File: config.mk
export PLATFORM = sky130hd
export DESIGN_NAME = score_watch
export DESIGN_NICKNAME = d
export VERILOG_FILES = /design/src/rtl/score_watch_pkg.sv /design/src/rtl/settle_timer.sv /design/src/rtl/score_watch.sv
export SDC_FILE = /design/constraint.sdc
export NUM_CORES = 1
export LEC_CHECK = 0
export CORE_MARGIN = 2
export CORE_UTILIZATION = 55
export DETAILED_ROUTE_END_ITERATION = 8
export GPL_TIMING_DRIVEN = 1
export PLACE_DENSITY = 0.91
export SETUP_SLACK_MARGIN = 0.3
export SLEW_MARGIN = 20
export SYNTH_ARGS = -nofsm -noshare
export SYNTH_HDL_FRONTEND = slang
export SYNTH_SLANG_ARGS = --single-unit
File: constraint.sdc
create_clock -name clk -period 3.5 [get_ports clk]
set_input_delay 0.7 -clock clk [delete_from_list [all_inputs] [get_ports clk]]
set_output_delay 0.7 -clock clk [all_outputs]
set_load 0.005 [all_outputs]
File: src/rtl/score_watch_pkg.sv
// Shared game-map constants and types for the RAM score watchers.
package score_watch_pkg;

  localparam logic [15:0] SCORE_P1_ADDR = 16'hBDE4;
  localparam int          SCORE_BYTES   = 4;

  typedef enum logic {
    IDLE     = 1'b0,
    SETTLING = 1'b1
  } settle_state_t;

  typedef struct packed {
    logic [15:0] addr;
    logic [7:0]  data;
    logic        we;
  } cpu_wr_t;

endpackage

File: src/rtl/settle_timer.sv
// Restartable quiet-period timer: expire fires once SETTLE_CYCLES clocks pass with no kick.
module settle_timer
  import score_watch_pkg::*;
#(
  parameter int SETTLE_CYCLES = 1000
) (
  input  logic clk,
  input  logic rst,
  input  logic kick,
  output logic active,
  output logic expire
);

  localparam int             CW   = $clog2(SETTLE_CYCLES + 1);
  localparam logic [CW-1:0] LAST = CW'(SETTLE_CYCLES - 1);

  settle_state_t state, state_nx;
  logic [CW-1:0] cnt, cnt_nx;

  always_ff @(posedge clk) begin
    if (rst) begin
      state <= IDLE;
      cnt   <= '0;
    end else begin
      state <= state_nx;
      cnt   <= cnt_nx;
    end
  end

  // A kick in the would-expire cycle wins and restarts the quiet period.
  always_comb begin
    state_nx = state;
    cnt_nx   = cnt;
    expire   = 1'b0;
    case (state)
      IDLE: begin
        if (kick) begin
          state_nx = SETTLING;
          cnt_nx   = '0;
        end
      end
      SETTLING: begin
        if (kick) begin
          cnt_nx = '0;
        end else if (cnt == LAST) begin
          expire   = 1'b1;
          state_nx = IDLE;
          cnt_nx   = '0;
        end else begin
          cnt_nx = cnt + CW'(1);
        end
      end
      default: begin
        state_nx = IDLE;
        cnt_nx   = '0;
      end
    endcase
  end

  assign active = (state == SETTLING);

endmodule

File: src/rtl/score_watch.sv
// Snoops CPU writes to the P1 score bytes and publishes a coherent 32-bit score once the burst settles.
module score_watch
  import score_watch_pkg::*;
#(
  parameter logic [15:0] SCORE_ADDR    = SCORE_P1_ADDR,
  parameter int          SETTLE_CYCLES = 1000
) (
  input  logic        clk,
  input  logic        rst,
  input  logic [15:0] cpu_addr,
  input  logic [7:0]  cpu_data,
  input  logic        cpu_we,
  output logic [31:0] score_p1,
  output logic        event_score_change
);

  cpu_wr_t                        wr;
  logic [15:0]                    offset;
  logic                           hit;
  logic [SCORE_BYTES-1:0]         byte_hit;
  logic [SCORE_BYTES-1:0]         byte_diff;
  logic [SCORE_BYTES-1:0][7:0]    shadow;
  logic                           dirty;
  logic                           tmr_active;
  logic                           tmr_expire;

  assign wr     = '{addr: cpu_addr, data: cpu_data, we: cpu_we};
  assign offset = wr.addr - SCORE_ADDR;
  // The >= guard stops addresses below SCORE_ADDR from aliasing in via 16-bit wrap.
  assign hit    = wr.we && (wr.addr >= SCORE_ADDR) && (offset < 16'(SCORE_BYTES));

  // Lowest address is the MSB, so shadow[SCORE_BYTES-1] maps to offset 0.
  for (genvar b = 0; b < SCORE_BYTES; b++) begin : g_byte
    assign byte_hit[b]  = hit && (offset[1:0] == 2'(SCORE_BYTES - 1 - b));
    assign byte_diff[b] = byte_hit[b] && (wr.data != shadow[b]);
  end

  always_ff @(posedge clk) begin
    if (rst) begin
      shadow <= '0;
    end else begin
      for (int b = 0; b < SCORE_BYTES; b++)
        if (byte_hit[b]) shadow[b] <= wr.data;
    end
  end

  always_ff @(posedge clk) begin
    if (rst) begin
      dirty              <= 1'b0;
      score_p1           <= '0;
      event_score_change <= 1'b0;
    end else begin
      event_score_change <= 1'b0;
      if (|byte_diff) begin
        dirty <= 1'b1;
      end else if (tmr_expire && tmr_active) begin
        dirty <= 1'b0;
        if (dirty) begin
          score_p1           <= shadow;
          event_score_change <= 1'b1;
        end
      end
    end
  end

  settle_timer #(.SETTLE_CYCLES(SETTLE_CYCLES)) u_timer (
    .clk    (clk),
    .rst    (rst),
    .kick   (hit),
    .active (tmr_active),
    .expire (tmr_expire)
  );

endmodule

==> results, run 1 <==
- The number of setup buffers added after CTS is 0.
- In the synthesized netlist the async set-or-reset flop fraction comes to 0.
- The worst path needs 2530 ps of the cycle, external delays included.
- The total power per unit cell area is 379 mW/mm2.
- The floorplan step defined a core boundary enclosing 0.00599 mm2.
- The highest achievable clock rate is 0.395 GHz.
- The worst min-delay path endpoint is score_p1[24].
- For the worst flop-to-flop path, the logic depth is 5.
- The net count of the finished layout is 475.
- The headroom to the max-slew limit is 0.555.
- Entering global routing, the biggest net connects 38 pins.
- The initial utilization of the core area, before any placement, comes to 0.575.
- The number of hold buffers added after CTS was 0.
- The number of vias per cell after detailed routing is 5.56.
- Routability-driven placement finished with a final weighted congestion of 0.868.
- The number of failing hold endpoints at the final stage is 0.
- The first global-routing pass estimated 12600 um of wire.
- The number of buffers on the longest clock path is 2.
- The worst setup skew after layout is 12.2 ps.
- The number of enable flip-flop cells after synthesis is 0.
- The clock-pin slew of the registers on the worst-case setup and hold paths is 80 ps.
- Data arrives at the worst endpoint at 2810 ps.
- The number of gates resized after CTS is 0.
- The initial antenna violation count was 0.
- Summed over all layers, the global routing overflow is 0.
- The capture point of the worst reg-to-reg path is score_p1[25].
- The fraction of final layout cells with drive strength greater than 1 is 0.0686.
- The synthesized design contains 77 register bits.
- The pin slew with the least headroom to its limit is 663 ps.
- The CTS root buffer is sky130_fd_sc_hd__clkbuf_8.
- The later-pin clock latency in the skew report is 360 ps.
- The wire length per cell is 14.1 um.
- By startpoint and endpoint, the worst setup path is classified as primary input to flip-flop.
- Setup repair after global routing left no endpoint under its margin.
- During I/O placement, the number of pins put on the boundary was 60.
- In the final timing run, aggregate negative setup slack is 0 ps.
- The analysis attributes to cell leakage a power of 1.35 nW.
- The path class of the tightest hold or removal check is flip-flop to flip-flop.
- From synthesis to final layout, the design area changed by 20.1%.
- Clock tree synthesis inserted a total of 9 buffers.
- The floorplan step defined a die boundary enclosing 0.00691 mm2.
- The count of antenna diodes in the layout is 0.
- Summing every instance area after synthesis gives 0.00344 mm2.
- The number of instances in the synthesized netlist is 403.
- In this run the critical register-to-register path is launched from u_timer.cnt[7].
- In this run the vertical extent of the chip is 83.1 um.
- For this run, the detailed router's first-pass iteration total came to 4.
- The portion of the post-synthesis area used by sequential elements is 0.448.
- Dividing the synthesized area by the synthesized cell count gives 8.54 um2.
- STA classifies the critical path endpoint as a flip-flop.
- For this run, design rule violations remaining after detail routing come to 0.
- From left edge to right edge, the die measures 83.1 um.
- The data required time at the worst endpoint is 3770 ps.
- Max-cap violations in this run came to 0.
- The maximum fanout count along the critical path is 10.
- The number of input and output port buffers inserted is 59.
- The dominant synthesized flop cell is sky130_fd_sc_hd__dfxtp_1.
- The number of standard-cell rows in the floorplan is 28.
- The flow ran to the end, and the final reports show no timing, DRC or antenna violations.
- The post-synthesis net count is 431.
- The clock sink total is 77.
- The final worst-path cycle share is 0.723.
- The total global routing track utilization is 0.225.
- Along the worst hold path, the cell count comes to 2.
- After the first detailed-routing iteration, the DRC count stood at 226.
- The worst hold path begins at score_p1[24].
- TritonCTS built the clock tree.
- The H-tree depth is 3.
- The total via count after detailed routing is 2931.
- The HPWL after detailed placement is 5190 um.
- For this run, the number of Yosys warnings is 0.
- The tightest hold path in the finished design has a slack of 453 ps.
- The number of max-slew violations in the final report is 0.
- The setup slack of the most critical reg-to-reg path is 1480 ps.
- STA classifies the critical path startpoint as a primary input.
- The number of nets with antenna violations after routing is 0.
- Synthesis instantiated 43 different standard cells from the library.
- The worst IR drop on VDD is 0.314 mV.
- After detailed routing, the total wire length is 7450 um.
- The total setup violations reported at the end of the flow is 0.
- The via count of the first global-routing pass came to 2837.
[power breakdown]
group / leakage (nW) / internal (W) / switching [W]
sequential: 0.620 / 0.000875 / 0.00000000638
combinational: 0.646 / 0.0000417 / 0.0000470
clock: 0.0857 / 0.000277 / 0.000324
[critical path: stages]
cell	delay [ps]
sky130_fd_sc_hd__clkdlybuf4s50_1	610
sky130_fd_sc_hd__nand4b_1	190
sky130_fd_sc_hd__nor4_4	530
sky130_fd_sc_hd__nand2_1	350
sky130_fd_sc_hd__o22a_1	260
sky130_fd_sc_hd__a31oi_1	160
[final cells by class]
type	count	area, um2
clock buffer	11	141
clock inverter	5	33.8
fill	459	1860
inverter	1	3.75
multi-input combinational	295	1700
sequential	77	1540
tap	75	93.8
timing repair buffer	63	616
[cells in the mapped netlist (2+ instances only)]
master | number | area share
sky130_fd_sc_hd__a21oi_1 | 54 | 0.079
sky130_fd_sc_hd__a311oi_1 | 2 | 0.0051
sky130_fd_sc_hd__buf_2 | 3 | 0.0044
sky130_fd_sc_hd__buf_4 | 11 | 0.024
sky130_fd_sc_hd__buf_6 | 5 | 0.016
sky130_fd_sc_hd__clkbuf_1 | 11 | 0.012
sky130_fd_sc_hd__dfxtp_1 | 77 | 0.45
sky130_fd_sc_hd__mux2i_1 | 16 | 0.047
sky130_fd_sc_hd__nand2_1 | 97 | 0.11
sky130_fd_sc_hd__nand2b_1 | 2 | 0.0036
sky130_fd_sc_hd__nand3_1 | 13 | 0.019
sky130_fd_sc_hd__nand3b_1 | 3 | 0.0065
sky130_fd_sc_hd__nand4_1 | 10 | 0.018
sky130_fd_sc_hd__nor2_1 | 31 | 0.034
sky130_fd_sc_hd__nor3_1 | 3 | 0.0044
sky130_fd_sc_hd__nor4_1 | 3 | 0.0055
sky130_fd_sc_hd__o21ai_0 | 4 | 0.0058
sky130_fd_sc_hd__xnor2_1 | 25 | 0.064
sky130_fd_sc_hd__xor2_1 | 9 | 0.023
[placed cells by master (no fill, tap or decap), types with 2 or more instances in the layout]
cell / netlist / routed
sky130_fd_sc_hd__nor2_1: 31 / 31
sky130_fd_sc_hd__clkinv_2: 0 / 2
sky130_fd_sc_hd__nand4_1: 10 / 10
sky130_fd_sc_hd__o21ai_0: 4 / 4
sky130_fd_sc_hd__buf_4: 11 / 4
sky130_fd_sc_hd__nand3_1: 13 / 13
sky130_fd_sc_hd__a311oi_1: 2 / 2
sky130_fd_sc_hd__xor2_1: 9 / 9
sky130_fd_sc_hd__a21oi_1: 54 / 54
sky130_fd_sc_hd__nor4_1: 3 / 3
sky130_fd_sc_hd__clkbuf_8: 0 / 10
sky130_fd_sc_hd__nor3_1: 3 / 3
sky130_fd_sc_hd__nand3b_1: 3 / 3
sky130_fd_sc_hd__clkinvlp_4: 0 / 2
sky130_fd_sc_hd__nand2_1: 97 / 97
sky130_fd_sc_hd__clkdlybuf4s50_1: 0 / 58
sky130_fd_sc_hd__nand2b_1: 2 / 2
sky130_fd_sc_hd__mux2i_1: 16 / 16
sky130_fd_sc_hd__xnor2_1: 25 / 25
sky130_fd_sc_hd__dfxtp_1: 77 / 77
[routing by layer]
layer  global-route usage  part of all wire
met1                0.261              0.41
met2                0.390              0.49
met3               0.0706             0.084
met4               0.0775             0.019
met5                    0                 0
[kinds of logic after synthesis]
group                      synth area share
AOI/OAI and AO/OA                     0.107
xor gates and xnor gates             0.0865
adders and majority gates           0.00363
buffers and inverters                0.0578
DFF                                   0.448
muxes                                0.0498
and+or+nand+nor                       0.247
[state kept, by name (all words and copies together), names as in the netlist]
name / count
u_timer.active: 1
dirty: 1
u_timer.cnt: 10
event_score_change: 1
shadow: 32
score_p1: 32
[stage by stage]
| stage | cells | utilization | instance area, um2 | setup slack (ps) | power [W] |
|---|---|---|---|---|---|
| 2_1_floorplan | 403 | - | 3440 | 1250 | 0.000946 |
| 3_3_place_gp | 511 | 0.660 | 3960 | 568 | 0.000982 |
| 3_5_place_dp | 511 | 0.660 | 3960 | 487 | 0.000984 |
| 4_1_cts | 527 | 0.690 | 4130 | 865 | 0.00157 |
| 5_1_grt | 527 | 0.690 | 4130 | 903 | 0.00161 |
| 6_report | 527 | 0.690 | 4130 | 969 | 0.00156 |
[worst max-delay path by stage]
stage	start	to	slack, ps
floorplan	cpu_addr[3]	shadow[19]	1250
global placement	cpu_addr[8]	score_p1[31]	570
detailed placement	cpu_addr[8]	score_p1[25]	490
CTS	cpu_addr[8]	score_p1[1]	870
global route	cpu_addr[1]	dirty	900
finish	cpu_addr[1]	dirty	970
Power figures use the tool's default switching activity.
==> run 2: changes to the inputs <==
Settings changed: CORE_UTILIZATION 55 to 47, PLACE_DENSITY 0.91 to 0.83.
Clock period 3.5 ns to 2.1 ns, I/O delays scaled along.
==> run 2 against run 1 <==
  * Worst setup slack lost 570 ps
  * Via count grew 1.4%
  * Design area grew 6.6%
  * Clock-buffer cell count is the same
  * Sequential power grew 67%
  * Non-clock buffer count grew 29
  * Worst hold slack gained 1.5 ps
  * Core utilization shrank 7.6 points
  * Critical path depth grew 1
  * Register-to-register slack lost 1000 ps
  * First-iteration DRC count shrank 26%
==> results, run 2 (synthesized netlist as in run 1, its figures left out) <==
- The run finished with clean final reports.
- The final instance count without filler cells is 579.
- Of the available clock period, the critical path in the final layout requires 0.812.
- The kind of cell with the highest combined delay along the critical path is simple AND/OR/NAND/NOR gates.
- For the pin with the worst max-slew slack, the measured transition is 393 ps.
- The largest registers in the layout are score_p1 x32, shadow x32, u_timer.cnt x10.
- Based on the critical path, the design can be clocked at up to 0.587 GHz.
- After detailed placement, the total cell area comes to 0.00421 mm2.
- The critical path starts at cpu_addr[3].
- The most common cell after layout, fill and taps aside is sky130_fd_sc_hd__nand2_1.
- The share of total power in combinational logic is 0.061.
- The total overflow left after global routing is 0.
- Summing over every cut layer, the via total after detailed routing is 2971.
- Traced cell by cell, the critical path runs through buf_6, nand4bb_4, or4_4, buf_6, nor3_4, nand2_1, a21oi_2.
- The worst-case IR drop observed on VDD is 0.458 mV.
- Clock latency on the worst-skew pair, taken at its later pin, is 350 ps.
- In this run the standard cell core region covers 0.00718 mm2.
- The via count of the first global-routing pass is 2773.
- At the end of the flow, the number of nets in the layout was 504.
- After routing, the total negative slack on setup checks comes to 0 ps.
- The clock net in this run drives a total of 77 sinks.
- Including well taps, the total number of placed cells is 561.
- The total global routing track utilization is 0.203.
- The die covers 0.00802 mm2.
- The start-to-end type of the worst setup path is primary input to flip-flop.
- The top cell types in the final layout, fill and taps aside, are 97 x sky130_fd_sc_hd__nand2_1, 76 x sky130_fd_sc_hd__dfxtp_1, 52 x sky130_fd_sc_hd__a21oi_1.
- The initial antenna violation count is 0.
- The worst min-delay path class is flip-flop to flip-flop.
- The launch point of the worst hold path is score_p1[15].
- The first global-routing pass estimated 12600 um of wire.
- The total wire length is 7750 um.
- Entering global routing, the biggest net connects 39 pins.
- The critical path startpoint category is a primary input.
- The worst path needs 1710 ps of the cycle, external delays included.
- Of the total power, the share spent switching nets is 0.222.
- The nature of the critical path endpoint is a flip-flop.
- For this run, design rule violations remaining after detail routing come to 0.
- The setup check on the worst reg-to-reg path leaves a slack of 470 ps.
- The number of standard-cell rows in the floorplan is 31.
- The critical register-to-register path startpoint is u_timer.cnt[2].
- The first routing iteration left 168 violations.
- STA puts the critical path data arrival time at 1990 ps.
- The multi-input combinational cells in the finished layout cover a total of 0.00172 mm2.
- The maximum fanout count along the critical path is 8.
- The width of the die is 89.6 um.
- The number of max-slew violations in the final report is 0.
- The CTS root buffer is sky130_fd_sc_hd__clkbuf_8.
- The number of ports placed on the die boundary is 60.
- Detailed placement finished with a half-perimeter wire length of 5580 um.
- The most numerous cell on the critical path is sky130_fd_sc_hd__buf_6.
- The finished cells cover 0.00441 mm2.
- Across all hold checks on the routed design, the worst slack comes to 455 ps.
- The max capacitance violation total is 0.
- At the end of routability-driven placement, the weighted congestion stood at 0.813.
- The number of buffers on the longest clock path is 2.
- The clock-pin slew of the registers on the worst-case setup and hold paths is 70 ps.
- The H-tree depth is 3.
- The area added between synthesis and finish is 28.0%.
- The slowest cell on the critical path is sky130_fd_sc_hd__or4_4.
- The clock tree from TritonCTS is built.
- The longest individual stage delay on the worst path is 550 ps.
- In this run the vertical extent of the chip is 89.6 um.
- After filler insertion, the fill cell instance count of the layout stands at 584.
- The internal power summed over all cells is 0.00214 W.
- The number of nets with antenna violations after routing is 0.
- The number of failing hold endpoints at the final stage is 0.
- Setup violations remaining at the end of the flow were counted as 0.
- The share of power burned in the clock network is 0.410.
- The first detailed-routing pass ran for 4 iterations.
- The count of antenna diodes in the layout is 0.
- The clock arrives with 8.92 ps of skew.
- For this design the total switching power over the nets is 0.000612 W.
- For this configuration, the core starts out at a cell density of 0.480.
- In the final layout, the share of cells above drive strength 1 is 0.156.
- The data required time at the worst endpoint is 2380 ps.
- The share of total power dissipated in sequential elements is 0.529.
- Setup repair after global routing could not meet its margin everywhere.
- The buffers plus inverters on the worst setup path is 2.
- The total CTS buffers is 9.
- Dividing the detail-routed via count by the number of cells gives 5.13.
- Summed over all cells, the static leakage comes to 1.53 nW.
- The flip-flop and latch area is 0.00154 mm2.
- The total power per unit cell area is 626 mW/mm2.
- The headroom to the max-slew limit is 0.736.
- Dividing the detail-routed wire length by the instance count gives 13.4 um.
- The number of input and output port buffers inserted is 59.
[run 2: cell types whose count changed in the layout (fill, tap and decap cells not counted), moves of 2 or more]
cell / change
sky130_fd_sc_hd__buf_6: +4
sky130_fd_sc_hd__clkbuf_2: +8
sky130_fd_sc_hd__clkdlybuf4s50_1: -15
sky130_fd_sc_hd__a21oi_1: -2
sky130_fd_sc_hd__buf_12: +2
sky130_fd_sc_hd__dlygate4sd2_1: +4
sky130_fd_sc_hd__a21oi_2: +2
sky130_fd_sc_hd__buf_4: +25
[run 2: worst paths after layout]
check,cells past startpoint,to
worst max-delay path,7,shadow[26]
worst min-delay path,2,score_p1[15]
worst max register to register,6,score_p1[18]
worst min register to register,2,score_p1[15]
[run 2: metrics by stage]
stage               power [W]   util  worst slack, ps
finish                0.00276  0.614              395
global placement      0.00166  0.586             -296
floorplan             0.00158      -              138
global route          0.00284  0.614              285
CTS                   0.00277  0.614              303
detailed placement    0.00167  0.586             -363
[run 2: cell type report]
| type | count | area share |
|---|---|---|
| Tap cell | 99 | 0.0281 |
| Multi-Input combinational cell | 295 | 0.390 |
| Sequential cell | 77 | 0.350 |
| Timing Repair Buffer | 92 | 0.186 |
| Inverter | 1 | 0.000852 |
| Clock inverter | 4 | 0.0108 |
| Clock buffer | 11 | 0.0344 |
[run 2: repair_timing]
action                                  4_1_cts  5_1_grt
hold buffers                                  0        0
gates resized for setup                      23       23
setup buffers                                 2        1
endpoints found under the setup margin       67       28
pin swaps                                     6       15
[run 2: worst register-to-register path: cells and delay by family (launching register included)]
| family | cells | cell delay, ps |
|---|---|---|
| flip-flops | 1 | 440 |
| AO/OA/AOI/OAI | 1 | 140 |
| buffers and inverters | 1 | 210 |
| AND/OR/NAND/NOR | 4 | 770 |
[run 2: power groups by stage]
stage               Clock, W  Combinational (W)  Sequential, W
floorplan                  0          0.0000845        0.00149
global placement           0           0.000171        0.00149
detailed placement         0           0.000174        0.00149
CTS                  0.00114           0.000167        0.00146
global route         0.00120           0.000179        0.00146
finish               0.00113           0.000167        0.00146
[run 2: routing by layer]
layer  vias up  global-route usage  wire (um)
met5         -                   0          0
met4         0              0.0868        148
met3        12              0.0475        387
met2        72               0.336       3780
met1      1387               0.254       3440
li1       1500                   -          -
==> run 3: changes to the inputs <==
Settings changed: CORE_UTILIZATION 47 to 52, PLACE_DENSITY 0.83 to 0.87.
Clock period 2.1 ns to 1.67 ns, I/O delays scaled along.
==> run 3 against run 2 <==
  * The run now ends with negative setup slack left
  * Register-to-register slack got worse by 460 ps
  * Clock-buffer cell count fell by 1
  * Die area fell by 9.2%
  * Design area is 7.5% higher
  * Clock skew up 14 ps
  * First-iteration DRC count rose by 14%
  * Largest cell class unchanged
  * Largest power group unchanged
==> results, run 3 (synthesized netlist as in run 1, its figures left out) <==
- The floorplan has 29 rows.
- STA classifies the critical path startpoint as a primary input.
- Summed over all layers, the routed wires come to 9900 um.
- STA classifies the critical path endpoint as a flip-flop.
- The total setup violations reported at the end of the flow is 5.
- Max-cap violations in this run came to 0.
- The most common cell after layout, fill and taps aside is sky130_fd_sc_hd__nand2_1.
- The HPWL after detailed placement is 5940 um.
- Clock-pin slew was measured on the worst setup and hold paths at 90 ps.
- The launch point of the worst hold path is rst.
- The number of max-slew violations in the final report is 0.
- In the final layout, flip-flops and latches occupy 0.00158 mm2.
- The worst-case IR drop observed on VDD is 0.814 mV.
- Setup slack on the worst reg-to-reg path comes out at 10 ps.
- The worst hold path passes through 2 cells.
- In this run the critical register-to-register path is launched from u_timer.cnt[4].
- Measured along the y axis, the die boundary spans 85.4 um.
- The share of power burned in the clock network is 0.379.
- The global-route wire length before repair is 14900 um.
- The internal power summed over all cells is 0.00247 W.
- In the finished design, the share of the clock period the worst path needs comes to 1.02.
- The area of the placeable core is 0.00639 mm2.
- The post-route minimum period is 1700 ps.
- Global routing finished with a remaining overflow of 0.
- For this block, the via count after detailed routing is 3354.
- The data required time at the worst endpoint is 1910 ps.
- The CTS root buffer is sky130_fd_sc_hd__clkbuf_8.
- Setup repair after global routing could not meet its margin everywhere.
- The capture point of the worst reg-to-reg path is score_p1[20].
- The count of antenna diodes in the layout is 0.
- For this design the ratio of total power to cell area is 697 mW/mm2.
- The flow ran to the end, but the final reports show violations.
- The global routing stage identified its most utilized layer as met2.
- The initial antenna violation count was 0.
- The data arrival at the endpoint of the critical path is 1940 ps.
- The multi-input combinational cell area is 0.00187 mm2.
- The highest achievable clock rate is 0.589 GHz.
- The analysis attributes to net switching a power of 0.000831 W.
- Dividing the detail-routed via count by the number of cells gives 5.70.
- The filler cell count in the final layout is 441.
- The pin slew with the least headroom to its limit is 327 ps.
- Measured in cells, the most critical reg-to-reg path has a length of 7.
- The later-pin clock latency in the skew report is 370 ps.
- In this run the count of I/O pins placed on the die edge is 60.
- Along the worst path, the maximum fanout reaches 8.
- The wire length per cell is 16.8 um.
- Measured against its own limit, the worst slew margin works out to 0.781.
- The proportion of total power due to net switching is 0.252.
- The met3 usage is 0.0652.
- The DRC violation count after routing is 0.
- The initial utilization of the core area, before any placement, comes to 0.539.
- TritonCTS built the clock tree.
- In the layout the commonest cells are 94 x sky130_fd_sc_hd__nand2_1, 51 x sky130_fd_sc_hd__a21oi_1, 50 x sky130_fd_sc_hd__dfxtp_1.
- In this run the static leakage power is 1.88 nW.
- The post-layout worst setup margin is -26.7 ps.
- The first detailed-routing pass took 4 iterations.
- In this run, the number of DRC markers left after iteration 0 of detailed routing was 191.
- The number of nets with antenna violations after routing is 0.
- The final RePlAce weighted congestion is 0.852.
- The start-to-end type of the worst setup path is primary input to flip-flop.
- The met1 usage is 0.301.
- The sequential power share is 0.554.
- Relative to the synthesized area, the layout overhead comes to 37.6%.
- The clock sink total is 77.
- In the global route stage, overall resource usage came out at 0.259.
- The instance area at placement is 0.00424 mm2.
- The area of the die is 0.00729 mm2.
- The path class of the tightest hold or removal check is primary input to flip-flop.
- After routing the design area is 0.00474 mm2.
- The number of failing hold endpoints at the final stage is 0.
- The total CTS buffers is 9.
- Of the total power, combinational logic draws 0.067.
- The final reports fail on negative setup slack.
- The global routing usage on met2 is 0.429.
- The H-tree generated during clock tree synthesis spans 3 levels.
- The worst hold path terminates at event_score_change.
- The worst setup skew after layout is 22.7 ps.
- The number of input and output port buffers inserted is 59.
- The floorplan step set the die width to 85.4 um.
- Entering global routing, the biggest net connects 31 pins.
- The largest registers in the layout are score_p1 x32, shadow x32, u_timer.cnt x10.
- The via count of the first global-routing pass was 3226.
- Of the cells placed in the final design, the portion with a size suffix greater than 1 is 0.307.
- The number of buffers on the longest clock path is 2.
- Final hold analysis gives a worst-case slack of 285 ps.
- The post-route core utilization is 0.742.
- For this run, the post-layout net count is 534.
## run 3: worst max-delay path by stage
stage / startpoint / slack [ps] / cells past startpoint / endpoint
floorplan: cpu_addr[3] / -210 / 7 / shadow[24]
CTS: cpu_addr[4] / 3 / 7 / shadow[17]
global placement: cpu_addr[8] / -640 / 6 / shadow[31]
global route: u_timer.cnt[4] / -50 / 7 / score_p1[17]
finish: cpu_addr[4] / -30 / 7 / shadow[19]
detailed placement: cpu_addr[8] / -740 / 7 / shadow[17]
## run 3: final cells by class
class | count | share of cell area
tap | 77 | 0.0203
clock buffer | 10 | 0.0269
sequential | 77 | 0.334
multi-input combinational | 295 | 0.394
inverter | 1 | 0.000792
timing repair buffer | 122 | 0.215
clock inverter | 6 | 0.00845
## run 3: repair_timing
item / 4_1_cts / 5_1_grt
hold buffers: 0 / 0
pin swaps: 14 / 29
gates resized for setup: 128 / 43
setup endpoints to repair: 110 / 75
setup buffers: 11 / 9
gates cloned: 3 / 0
## run 3: metrics by stage
step | setup slack (ps) | cells | setup TNS (ps) | total power (W)
floorplan | -206 | 403 | -7780 | 0.00199
detailed placement | -744 | 549 | -41220 | 0.00210
CTS | 2.73 | 579 | 0 | 0.00328
global route | -52.7 | 588 | -602 | 0.00341
global placement | -645 | 549 | -38420 | 0.00210
finish | -26.7 | 588 | -70.9 | 0.00330
## run 3: routing by layer
metal / vias up / wire length (um)
met3: 44 / 703
met1: 1585 / 3940
met2: 155 / 4820
met5: - / 0
met4: 0 / 439
li1: 1570 / -
## run 3: power groups by stage
stage | Sequential, W | Combinational (W) | Clock (W)
global placement | 0.00188 | 0.000218 | 0
CTS | 0.00183 | 0.000216 | 0.00124
finish | 0.00183 | 0.000223 | 0.00125
global route | 0.00183 | 0.000233 | 0.00135
detailed placement | 0.00188 | 0.000225 | 0
floorplan | 0.00188 | 0.000109 | 0
## run 3: worst max-delay path: stages
cell                        delay (ps)
sky130_fd_sc_hd__buf_6              90
sky130_fd_sc_hd__nand4bb_4         210
sky130_fd_sc_hd__or4_4             580
sky130_fd_sc_hd__nor3b_2           220
sky130_fd_sc_hd__buf_6             190
sky130_fd_sc_hd__mux2i_1           230
sky130_fd_sc_hd__nor2_1             80
